==> src/rtl/mem_access_ctrl.sv <==
// MEM-stage access controller: issues data-memory reads/writes over a req/ack bus,
// handles byte/half/word lanes, and stalls the pipeline while an access is in flight.
module mem_access_ctrl #(
    parameter int unsigned CNT_W   = 8,
    parameter int unsigned TIMEOUT = 255
) (
    input  logic        clk,
    input  logic        rst_n,
    input  logic [31:0] aluout_in,
    input  logic [31:0] writedata_in,
    input  logic        memread_in,
    input  logic        memwrite_in,
    input  logic [1:0]  memsize_in,
    input  logic        memsigned_in,
    input  logic        regwrite_in,
    input  logic        memtoreg_in,
    input  logic [4:0]  writereg_in,
    output logic [31:0] rdm,
    output logic [31:0] aluoutm,
    output logic        regwritem,
    output logic        memtoregm,
    output logic [4:0]  writeregm,
    output logic        stallm,
    output logic        addr_err,
    output logic        bus_err,
    output logic        mem_req,
    output logic        mem_we,
    output logic [31:0] mem_addr,
    output logic [31:0] mem_wdata,
    output logic [3:0]  mem_be,
    input  logic        mem_ack,
    input  logic [31:0] mem_rdata
);

    typedef enum logic [1:0] {StIdle, StBus, StDone} state_e;

    localparam logic [CNT_W-1:0] TimeoutLast = CNT_W'(TIMEOUT - 1);

    state_e state_q, state_d;

    logic [31:0]      aluout_q;
    logic             regwrite_q;
    logic             memtoreg_q;
    logic [4:0]       writereg_q;
    logic [1:0]       size_q;
    logic             signed_q;
    logic             we_q;
    logic [31:0]      rd_q;
    logic [CNT_W-1:0] cnt_q;

    logic is_access, misaligned, start, ack_take, timeout_hit;

    // Size 2'b11 is handled as a word everywhere.
    function automatic logic [31:0] fmt_load(input logic [1:0]  size,
                                             input logic        sgn,
                                             input logic [1:0]  off,
                                             input logic [31:0] d);
        logic [7:0]  b;
        logic [15:0] h;
        b = d[{off, 3'b000} +: 8];
        h = off[1] ? d[31:16] : d[15:0];
        case (size)
            2'b00:   return sgn ? {{24{b[7]}}, b} : {24'b0, b};
            2'b01:   return sgn ? {{16{h[15]}}, h} : {16'b0, h};
            default: return d;
        endcase
    endfunction

    always_comb begin
        is_access   = memread_in | memwrite_in;
        misaligned  = (memsize_in == 2'b01 && aluout_in[0]) ||
                      (memsize_in[1] && aluout_in[1:0] != 2'b00);
        start       = (state_q == StIdle) && is_access && !misaligned;
        ack_take    = (state_q == StBus) && mem_ack && mem_req;
        timeout_hit = (state_q == StBus) && !ack_take && (cnt_q == TimeoutLast);
    end

    always_comb begin
        state_d = state_q;
        unique case (state_q)
            StIdle:  if (start) state_d = StBus;
            StBus:   if (ack_take || timeout_hit) state_d = StDone;
            StDone:  state_d = StIdle;
            default: state_d = StIdle;
        endcase
    end

    always_ff @(posedge clk or negedge rst_n) begin
        if (!rst_n) state_q <= StIdle;
        else        state_q <= state_d;
    end

    always_ff @(posedge clk or negedge rst_n) begin
        if (!rst_n) begin
            mem_req    <= 1'b0;
            mem_we     <= 1'b0;
            mem_addr   <= '0;
            mem_wdata  <= '0;
            mem_be     <= '0;
            bus_err    <= 1'b0;
            aluout_q   <= '0;
            regwrite_q <= 1'b0;
            memtoreg_q <= 1'b0;
            writereg_q <= '0;
            size_q     <= '0;
            signed_q   <= 1'b0;
            we_q       <= 1'b0;
            rd_q       <= '0;
            cnt_q      <= '0;
        end else begin
            bus_err <= timeout_hit;
            if (start) begin
                aluout_q   <= aluout_in;
                regwrite_q <= regwrite_in;
                memtoreg_q <= memtoreg_in;
                writereg_q <= writereg_in;
                size_q     <= memsize_in;
                signed_q   <= memsigned_in;
                we_q       <= memwrite_in;
                rd_q       <= '0;
                cnt_q      <= '0;
                mem_req    <= 1'b1;
                mem_we     <= memwrite_in;
                mem_addr   <= {aluout_in[31:2], 2'b00};
                if (!memwrite_in) begin
                    mem_be    <= 4'b1111;
                    mem_wdata <= writedata_in;
                end else begin
                    case (memsize_in)
                        2'b00: begin
                            mem_be    <= 4'b0001 << aluout_in[1:0];
                            mem_wdata <= {4{writedata_in[7:0]}};
                        end
                        2'b01: begin
                            mem_be    <= aluout_in[1] ? 4'b1100 : 4'b0011;
                            mem_wdata <= {2{writedata_in[15:0]}};
                        end
                        default: begin
                            mem_be    <= 4'b1111;
                            mem_wdata <= writedata_in;
                        end
                    endcase
                end
            end else if (state_q == StBus) begin
                cnt_q <= cnt_q + 1'b1;
                if (ack_take) begin
                    mem_req <= 1'b0;
                    mem_we  <= 1'b0;
                    rd_q    <= we_q ? 32'd0
                                    : fmt_load(size_q, signed_q, aluout_q[1:0], mem_rdata);
                end else if (timeout_hit) begin
                    mem_req    <= 1'b0;
                    mem_we     <= 1'b0;
                    regwrite_q <= 1'b0;
                end
            end
        end
    end

    // Outputs are forced to a bubble while reset is asserted so a stall drops at once.
    always_comb begin
        rdm       = '0;
        aluoutm   = '0;
        regwritem = 1'b0;
        memtoregm = 1'b0;
        writeregm = '0;
        stallm    = 1'b0;
        addr_err  = 1'b0;
        if (rst_n) begin
            unique case (state_q)
                StIdle: begin
                    if (!is_access) begin
                        aluoutm   = aluout_in;
                        regwritem = regwrite_in;
                        memtoregm = memtoreg_in;
                        writeregm = writereg_in;
                    end else if (misaligned) begin
                        addr_err = 1'b1;
                    end else begin
                        stallm = 1'b1;
                    end
                end
                StBus: stallm = 1'b1;
                StDone: begin
                    rdm       = rd_q;
                    aluoutm   = aluout_q;
                    regwritem = regwrite_q;
                    memtoregm = memtoreg_q;
                    writeregm = writereg_q;
                end
                default: ;
            endcase
        end
    end

endmodule

==> config.mk <==
export PLATFORM = sky130hd
export DESIGN_NAME = mem_access_ctrl
export DESIGN_NICKNAME = d
export VERILOG_FILES = /design/src/rtl/mem_access_ctrl.sv
export SDC_FILE = /design/constraint.sdc
export NUM_CORES = 1
export LEC_CHECK = 0
export CAP_MARGIN = 20
export CORE_MARGIN = 10
export CORE_UTILIZATION = 46
export CTS_BUF_LIST = sky130_fd_sc_hd__clkbuf_8
export CTS_CLUSTER_SIZE = 8
export DETAILED_ROUTE_END_ITERATION = 12
export HOLD_SLACK_MARGIN = 0.08
export PLACE_DENSITY = 0.89
export SYNTH_ARGS = -nofsm -noshare
export SYNTH_HDL_FRONTEND = slang
export SYNTH_SLANG_ARGS = --single-unit
==> constraint.sdc <==
create_clock -name clk -period 3.8 [get_ports clk]
set_input_delay 1.14 -clock clk [delete_from_list [all_inputs] [get_ports clk]]
set_output_delay 1.14 -clock clk [all_outputs]
set_load 0.005 [all_outputs]
==> reports/qor.csv <==
stage,metric,value,unit
yosys,"Top FF cell, synth",dfrtp_1,
timing,fin crit share,98.2,%
grt,GR Util All Layers,21.8,%
die,core area,13900,µm²
cts,clk slew on worst S/H paths,0.06,ns
outcome,status,"finished, final reports clean",
die,Die W,140,µm
yosys,xor/xnor share of the synthesized area,0.798,%
run,max cap viols,0,
yosys,Synth Area in Compound Gates,15.6,%
yosys,"EDFF count, synth",0,
grt,initial antenna violation count,2,
cts,Post-CTS Hold Buffers,0,
timing,worst hold slack,0.478,ns
yosys,Ys Warns,0,
detailed_routing,WL final,22100,µm
yosys,sequential share of the synthesized area,47.1,%
pwr,Pleak,4.50,nW
final_layout,post-route insts no fill,1177,
hold_path,worst hold path class,register to register,
timing,Clock Skew,0.0117,ns
final_layout,P&R area growth vs syn,44.7,%
yosys,Synth Area in Adders,0.380,%
yosys,"flops & latches, synth",124,
final_layout,post-route cell area,9530,µm²
yosys,largest family of logic cells by synthesized area,simple AND/OR/NAND/NOR gates,
cts,Root Driver,clkbuf_8,
setup_path,Critical Path AT,2.59,ns
timing,Setup TNS Final,0,ns
die,Die Span Y,140,µm
timing,RSZ-0062 raised after global routing,false,
timing,FMAX,268,MHz
detailed_routing,drt first pass iters,5,
grt,vias in the first global route,6331,
timing,Worst Max-Slew Pin Slew,1.07,ns
setup_path,Worst EP required,2.66,ns
final_layout,fill count,1113,
grt,largest net degree at the start of global routing,91,
final_layout,fin nets,1095,
grt,gr ovfl total,0,
detailed_routing,Starting DRT DRC Count,376,
final_layout,ratio of cells with drive above 1 in the final layout,7.34,%
cts,Max clock buf depth,2,
die,row cnt,43,
cts,CTS tree,yes,
cts,clk_lat worst skew,0.43,ns
grt,global-route wire length before repair,35000,µm
yosys,mapped cell area,6590,µm²
setup_path,Worst setup EP type,output port,
timing,Max Slew Vio Count,0,
die,die area,19500,µm²
placed_design,Area after DPL,9120,µm²
placed_design,dpl cells,1136,
yosys,post-synthesis mux area share,3.95,%
yosys,Synth Area per Inst,8.61,µm²
cts,clock sinks,124,
setup_path,Worst setup SP type,input pin,
placed_design,GPL Wtd Cong,0.929,
detailed_routing,vias per cell,5.41,
timing,final-report hold violation count,0,
timing,Worst slew margin,28.8,%
detailed_routing,Vias,6367,
detailed_routing,post-route ant nets,0,
yosys,Synth cell types,46,
detailed_routing,DR WL/cell,18.8,µm
placed_design,post-DP HPWL,16600,µm
cts,H-tree level count,4,
timing,Final setup viols,0,
cts,cts bufs inserted,17,
detailed_routing,DRC errors left,0,
yosys,Simple-Gate Fraction of Synth Area,24.6,%
placed_design,# port buffers,252,
yosys,Async SR Flop Fraction,100,%
pwr,maximum vdd drop,395,µV
timing,crit path time final,3.73,ns
setup_path,worst-path fanout max,7,
pwr,Power Density,619,nW/µm²
yosys,Gate Count Post-Synth,765,
setup_path,CP Class,input pin to output port,
die,num ports,255,
die,initial core utilization,47.3,%
## cells in the mapped netlist, types with 2 or more instances
| library cell | instances | share of area [%] |
|---|---|---|
| a211oi_1 | 11 | 1.3 |
| a21oi_1 | 10 | 0.76 |
| a221o_1 | 16 | 2.4 |
| a22o_1 | 2 | 0.27 |
| a22oi_1 | 39 | 4.4 |
| a31oi_1 | 11 | 1.0 |
| and3_1 | 32 | 3.0 |
| buf_1 | 2 | 0.11 |
| buf_2 | 7 | 0.53 |
| buf_4 | 32 | 3.6 |
| clkbuf_1 | 51 | 2.9 |
| clkinv_1 | 2 | 0.11 |
| dfrtp_1 | 124 | 47 |
| ha_1 | 2 | 0.38 |
| inv_1 | 3 | 0.17 |
| mux2i_1 | 26 | 4.0 |
| nand2_1 | 185 | 11 |
| nand2b_1 | 12 | 1.1 |
| nand3_1 | 21 | 1.6 |
| nand4_1 | 4 | 0.38 |
| nor2_1 | 89 | 5.1 |
| nor2b_1 | 9 | 0.85 |
| nor3_1 | 10 | 0.76 |
| nor4_1 | 3 | 0.29 |
| o211ai_1 | 8 | 0.91 |
| o21a_1 | 2 | 0.23 |
| o21ai_0 | 14 | 1.1 |
| o21bai_1 | 2 | 0.23 |
| o22ai_1 | 2 | 0.19 |
| o2bb2ai_1 | 8 | 1.1 |
| o31ai_1 | 6 | 0.68 |
| xor2_1 | 6 | 0.80 |
## cells in the final DEF, fill, tap and decap left out, types with 8 or more instances in the layout
cell,Yosys,routed
and3_1,32,32
clkdlybuf4s50_1,0,213
clkbuf_8,0,18
a221o_1,16,16
nand2b_1,12,12
o21ai_0,14,14
a211oi_1,11,11
inv_1,3,9
nand2_1,185,185
buf_4,32,31
a21oi_1,10,9
dlygate4sd2_1,0,36
a22oi_1,39,39
dfrtp_1,124,124
nand3_1,21,21
a31oi_1,11,11
nor2_1,89,89
o2bb2ai_1,8,8
nor3_1,10,10
nor2b_1,9,8
mux2i_1,26,26
o211ai_1,8,8
## routing by layer
metal	part of all wire [%]	track usage (%)
met1	41	26.7
met4	2.2	5.82
met5	0	0
met3	8.3	8.20
met2	48	35.5
## layout make-up
class                   instances  area [µm²]  share of cell area [%]
inverters                       5        18.8                   0.197
clock buffers                  18         248                    2.60
multi-input cells             545        3020                    31.7
well taps                     180         225                    2.36
diodes                          2        5.00                  0.0525
flip-flops and latches        124        3100                    32.6
repair buffers                289        2790                    29.3
clock inverters                14         115                    1.21
## state kept, by name, indices dropped and copies added, names as in the netlist, 2 cells and up
name        cells
rd_q           32
size_q          2
mem_be          4
state_q         2
cnt_q           8
mem_wdata      32
writereg_q      5
aluout_q       32
## worst max-delay path, stage by stage
cell and delay, ns:
dlygate4sd2_1 0.29, nor3_1 0.24, buf_4 0.20, a22oi_1 0.08, nor2_1 0.11, clkdlybuf4s50_1 0.53
## per-stage QoR
stage | power, mW | util [%] | setup slack, ns
2_1_floorplan | 3.66 | - | 0.131
4_1_cts | 5.93 | 68.3 | 0.0608
5_1_grt | 6.30 | 68.3 | 0.00439
3_5_place_dp | 4.84 | 65.4 | -0.409
6_report | 5.90 | 68.4 | 0.0695
3_3_place_gp | 4.77 | 65.4 | -0.323
## report_power, final
part           internal (mW)  switching (mW)
sequential              1.89           0.447
clock                  0.579           0.486
combinational           1.33            1.17
total                   3.79            2.10
## worst paths after layout
check | from | endpoint | slack (ns) | depth (start not counted)
min in group asynchronous | rst_n | rd_q[24]$_DFFE_PN0P_ | 0.55 | 1
min | memtoreg_q$_DFFE_PN0N_ | memtoreg_q$_DFFE_PN0N_ | 0.48 | 2
min reg2reg | memtoreg_q$_DFFE_PN0N_ | memtoreg_q$_DFFE_PN0N_ | 0.48 | 2
max in group asynchronous | rst_n | mem_wdata[31]$_DFFE_PN0N_ | 2.46 | 2
max | memwrite_in | aluoutm[2] | 0.07 | 6
max reg2reg | state_q[1]$_DFFE_PN0P_ | rd_q[17]$_DFFE_PN0P_ | 0.97 | 7
## kinds of logic (layout without fill, tap and decap cells)
logic type	Yosys count	count (layout)
muxes	26	26
and+or+nand+nor	373	373
other	1	4
adders and majority gates	2	2
DFF	124	124
AOI/OAI and AO/OA	136	136
xor gates and xnor gates	6	6
buffers and inverters	97	326
## what timing repair did
action / CTS / global route
setup endpoints to repair: 41 / 5
pin swaps: 4 / 2
gates resized for setup: 47 / 4
endpoints found under the hold margin: 0 / 0
buffers inserted: 4 / 1
gates cloned: 2 / 0
Note: power is estimated with default switching activity, not from simulation.
